--- src/rtl/ser_word_aligner.sv ---
// Receive-side word aligner for one serial lane: hunts for the synch pattern in an
// MSB-first bitstream, confirms word boundaries, then forwards aligned words and status.
module ser_word_aligner #(
  parameter int WORD_W   = 32,
  parameter int LOCK_CNT = 4,
  parameter int MISS_MAX = 3,
  parameter int ERR_W    = 8
) (
  input  logic              clock,
  input  logic              rst,
  input  logic              serial_in,
  input  logic              synch_mode,
  input  logic [WORD_W-1:0] synch_pattern,
  output logic [WORD_W-1:0] word_out,
  output logic              word_valid,
  output logic              locked,
  output logic [4:0]        phase,
  output logic              lock_lost,
  output logic [ERR_W-1:0]  err_count
);

  typedef enum logic [1:0] {
    HUNT    = 2'd0,
    CONFIRM = 2'd1,
    LOCKED  = 2'd2
  } state_t;

  localparam logic [ERR_W-1:0] ERR_MAX = {ERR_W{1'b1}};
  localparam logic [ERR_W-1:0] ERR_ONE = {{(ERR_W-1){1'b0}}, 1'b1};
  localparam logic [3:0]       LOCK_TH = 4'(LOCK_CNT);
  localparam logic [3:0]       MISS_TH = 4'(MISS_MAX);

  state_t            state;
  logic [WORD_W-1:0] sr;
  logic [4:0]        bit_cnt;
  logic [4:0]        free_cnt;
  logic [5:0]        fill_cnt;
  logic [3:0]        conf;
  logic [3:0]        miss;

  logic       match;
  logic       boundary;
  logic [3:0] conf_next;
  logic [3:0] miss_next;

  // A freshly reset shift register must never match an all-zero pattern.
  assign match     = (fill_cnt == 6'd32) && (sr == synch_pattern);
  assign boundary  = (bit_cnt == 5'd31);
  assign conf_next = conf + 4'd1;
  assign miss_next = miss + 4'd1;

  // Shift register, counters, alignment FSM and all registered outputs.
  always_ff @(posedge clock) begin
    if (rst) begin
      state      <= HUNT;
      sr         <= '0;
      bit_cnt    <= 5'd0;
      free_cnt   <= 5'd0;
      fill_cnt   <= 6'd0;
      conf       <= 4'd0;
      miss       <= 4'd0;
      word_out   <= '0;
      word_valid <= 1'b0;
      locked     <= 1'b0;
      phase      <= 5'd0;
      lock_lost  <= 1'b0;
      err_count  <= '0;
    end else begin
      sr         <= {sr[WORD_W-2:0], serial_in};
      free_cnt   <= free_cnt + 5'd1;
      bit_cnt    <= bit_cnt + 5'd1;
      word_valid <= 1'b0;
      lock_lost  <= 1'b0;
      if (fill_cnt != 6'd32) begin
        fill_cnt <= fill_cnt + 6'd1;
      end

      case (state)
        HUNT: begin
          if (match) begin
            bit_cnt <= 5'd0;
            phase   <= free_cnt;
            conf    <= 4'd1;
            miss    <= 4'd0;
            if (LOCK_CNT == 1) begin
              state  <= LOCKED;
              locked <= 1'b1;
            end else begin
              state <= CONFIRM;
            end
          end
        end

        CONFIRM: begin
          if (boundary) begin
            if (match) begin
              conf <= conf_next;
              if (conf_next >= LOCK_TH) begin
                state  <= LOCKED;
                locked <= 1'b1;
                miss   <= 4'd0;
              end
            end else begin
              state <= HUNT;
            end
          end
        end

        LOCKED: begin
          if (boundary) begin
            // The word at a lock-dropping boundary is still forwarded.
            word_out   <= sr;
            word_valid <= 1'b1;
            if (synch_mode) begin
              if (!match) begin
                miss <= miss_next;
                if (err_count != ERR_MAX) begin
                  err_count <= err_count + ERR_ONE;
                end
                if (miss_next >= MISS_TH) begin
                  state     <= HUNT;
                  locked    <= 1'b0;
                  lock_lost <= 1'b1;
                end
              end else begin
                miss <= 4'd0;
              end
            end
          end
        end

        default: begin
          state  <= HUNT;
          locked <= 1'b0;
        end
      endcase
    end
  end

endmodule

--- config.mk ---
export PLATFORM = sky130hd
export DESIGN_NAME = ser_word_aligner
export DESIGN_NICKNAME = d
export VERILOG_FILES = /design/src/rtl/ser_word_aligner.sv
export SDC_FILE = /design/constraint.sdc
export NUM_CORES = 1
export LEC_CHECK = 0
export ABC_AREA = 1
export CORE_MARGIN = 2
export CORE_UTILIZATION = 53
export DETAILED_ROUTE_END_ITERATION = 7
export MAX_ROUTING_LAYER = met4
export PLACE_DENSITY = 0.87
export SLEW_MARGIN = 20
export SYNTH_ARGS = -nofsm -noshare
export SYNTH_HDL_FRONTEND = slang
export SYNTH_SLANG_ARGS = --single-unit
--- constraint.sdc ---
create_clock -name clock -period 2.55 [get_ports clock]
set_input_delay 0.51 -clock clock [delete_from_list [all_inputs] [get_ports clock]]
set_output_delay 0.51 -clock clock [all_outputs]
set_load 0.05 [all_outputs]
==> results of run 1 <==
power by group:
group	total, uW	internal, uW	switching, uW
Sequential	1720	1690	32.2
Combinational	510	188	322
Clock	945	388	558
per-layer routing:
| metal | part of all wire, % | vias up | wire [um] | global-route usage (%) |
|---|---|---|---|---|
| met2 | 48 | 121 | 5630 | 41.1 |
| met3 | 4.4 | 20 | 516 | 3.23 |
| li1 | - | 2348 | - | - |
| met1 | 46 | 2052 | 5410 | 33.1 |
| met5 | 0 | - | 0 | - |
| met4 | 2.1 | 0 | 251 | 9.17 |
registers in the layout, summed over array words and instances, names as in the netlist:
name and cells:
miss 4, sr 32, word_out 32, word_valid 1, conf 4, phase 5, fill_cnt 6, state 2
bit_cnt 5, locked 1, lock_lost 1, free_cnt 5, err_count 8
Yosys cell counts (2+ instances only):
master	n
inv_1	104
inv_2	2
xor2_1	12
or2_2	2
nand2_2	3
nand3_1	52
nor3_1	9
xnor2_1	7
o21ai_0	20
nand3b_1	2
nor2_2	3
a21oi_1	49
ha_1	9
nor2_4	2
nand2_1	185
nand4_1	4
dfxtp_1	106
nor2_1	111
clkbuf_1	20
placed cells by master, fill, tap and decap left out, types with 4 or more instances in the layout:
cell type / netlist / routed
clkdlybuf4s50_1: 0 / 82
clkbuf_8: 0 / 10
nand2_1: 185 / 185
o21ai_0: 20 / 20
nand4_1: 4 / 4
dfxtp_1: 106 / 106
buf_4: 0 / 8
a21oi_1: 49 / 49
ha_1: 9 / 9
nor3_1: 9 / 9
nor2_1: 111 / 111
inv_1: 104 / 104
nand3_1: 52 / 52
xnor2_1: 7 / 7
xor2_1: 12 / 12
stage by stage:
step | hold slack (ns) | cells | area, um^2 | TNS (ns)
after floorplan | 0.427 | 711 | 4830 | 0
after global placement | 0.437 | 889 | 5770 | 0
after detailed placement | 0.446 | 889 | 5770 | -0.0456
after CTS | 0.349 | 905 | 5940 | 0
after global routing | 0.356 | 905 | 5940 | 0
final | 0.354 | 905 | 5940 | 0
how the worst max path moves through the flow:
| stage | end |
|---|---|
| CTS | err_count[3]$_SDFFE_PP0P_ |
| finish | err_count[3]$_SDFFE_PP0P_ |
| global placement | phase[2]$_SDFFE_PP0P_ |
| floorplan | err_count[5]$_SDFFE_PP0P_ |
| global route | phase[2]$_SDFFE_PP0P_ |
| detailed placement | err_count[3]$_SDFFE_PP0P_ |
cell type report:
type                       count  area [um^2]  area share, %
inverter                     106          398           6.69
timing repair buffer          91          886           14.9
clock buffer                  13          149           2.51
clock inverter                 3         25.0          0.421
tap                          108          135           2.27
sequential                   106         2120           35.7
multi-input combinational    478         2230           37.5
kinds of logic (layout without fill, tap and decap cells):
logic type,after synthesis,count (layout),share of synthesized area [%]
flops,106,106,44.0
simple gates,378,378,32.8
fa+ha+maj,9,9,2.33
buf+inv,127,213,9.88
compound gates,72,72,7.59
xor+xnor,19,19,3.45
==> results.json, run 1 <==
{
  "vias": 4541,
  "path_delay_family": "simple AND/OR/NAND/NOR gates",
  "r2r_end": "err_count[3]$_SDFFE_PP0P_",
  "max_stage_delay_ns": 0.49,
  "die_area_um2": 9890,
  "worst_slew_pin_slew_ns": 0.657,
  "yosysWarnings": 0,
  "drtIter0Drc": 253,
  "avgSynthCellArea_um2": 6.79,
  "clock_latency_ns": 0.37,
  "ir_drop_mv": 0.339,
  "gr-total-overflow": 0,
  "cp.depth": 15,
  "post-place-ws_ns": -0.0456,
  "utilization_pct": 67.8,
  "worst_setup_path_end_kind": "flop",
  "status": "finished clean",
  "antenna_found_initial": 0,
  "cp_data_arrival_time_ns": 2.53,
  "yosysSeqAreaShare_pct": 44.0,
  "cts_sinks": 106,
  "grt_pass1_wl_um": 19900,
  "cts-resized-gates": 0,
  "cts_tree": "yes",
  "diodes": 0,
  "drv_cap": 0,
  "wl_um": 11800,
  "placementRows": 34,
  "drive_gt1_share_pct": 4.64,
  "power_leakage_uw": 0.00257,
  "synth_top_area_share_pct": 44.0,
  "place.port_buffers": 83,
  "clockBufferDepth": 2,
  "crit_start": "synch_pattern[11]",
  "finalCritPeriodShare_pct": 87.7,
  "setup_viol": 0,
  "synthTopCellsByArea": "dfxtp_1 44%, nand2_1 14%, nor2_1 8.6%",
  "cpMostUsedCell": "nand2_1",
  "min_from": "rst",
  "nNetsFinal": 837,
  "powerDensity_nw_per_um2": 535,
  "path_cells": "clkdlybuf4s50_1 -> inv_1 -> nand2_1 -> nand2_1 -> nor2_1 -> nand2_1 -> nor2_1 -> nand2_1 -> nor2_2 -> nand2_4 -> nand2_2 -> inv_2 -> nand2_1 -> o21ai_1 -> a21oi_1",
  "area_growth_pct": 23.1,
  "hold_path_depth": 2,
  "hold_path_end": "err_count[4]$_SDFFE_PP0P_",
  "hold_buffers": 0,
  "ys_async_sr_fraction_pct": 0,
  "gp_congestion": 0.893,
  "r2r_start": "fill_cnt[0]$_SDFFE_PP0P_",
  "start_kind": "primary input",
  "die_y_um": 99.4,
  "netlist_area_um2": 4830,
  "setup_ws_ns": 0.313,
  "syn_inst": 711,
  "fillCellCount": 749,
  "yosys_register_bits": 106,
  "die_w_um": 99.4,
  "fin_skew_ns": 0.0170,
  "core_um2": 8760,
  "cts.clk_slew.worst_paths_ns": 0.10,
  "hpwl_um": 8920,
  "hp-class": "primary input to flop",
  "synth_cell_types": 28,
  "critPathMaxFanout": 9,
  "fin_crit_ns": 2.24,
  "yosys.area.top_type": "dfxtp_1",
  "drc": 0,
  "io_pins": 84,
  "root_buffer": "clkbuf_8",
  "cts_setup_buffers": 0,
  "critical_path_required_ns": 2.85,
  "hold_violations": 0,
  "track_usage_pct": 25.5,
  "reg2reg_slack_ns": 0.40,
  "grt_max_degree": 50,
  "h-tree-depth": 3,
  "p_total_uw": 3180,
  "slowest_stage": "clkdlybuf4s50_1",
  "reg2reg_depth": 14,
  "path_buf_inv": 3,
  "critPathKind": "primary input to flop",
  "fmax_ghz": 0.447,
  "synth_flop_cell": "dfxtp_1",
  "rsz0062_at_grt": "false",
  "drtPass1Iterations": 5,
  "slew_headroom_pct": 56.2,
  "cts_made_buffers": 9,
  "grt_pass1_vias": 4425,
  "post_drt_wl_per_cell_um": 13.0,
  "syn_nets": 756,
  "vias_per_cell": 5.02,
  "initial_utilization_pct": 55.1,
  "drtAntennaViolNets": 0,
  "final_max_slew_viol_count": 0,
  "synth-edff-count": 0
}
(Power assumes the default switching activity.)
==> run 2: changes to the inputs <==
Settings changed: SLEW_MARGIN 20 to not set.
==> results of run 2 <==
Same layout as run 1: the final DEF is identical, and so are final timing and power.
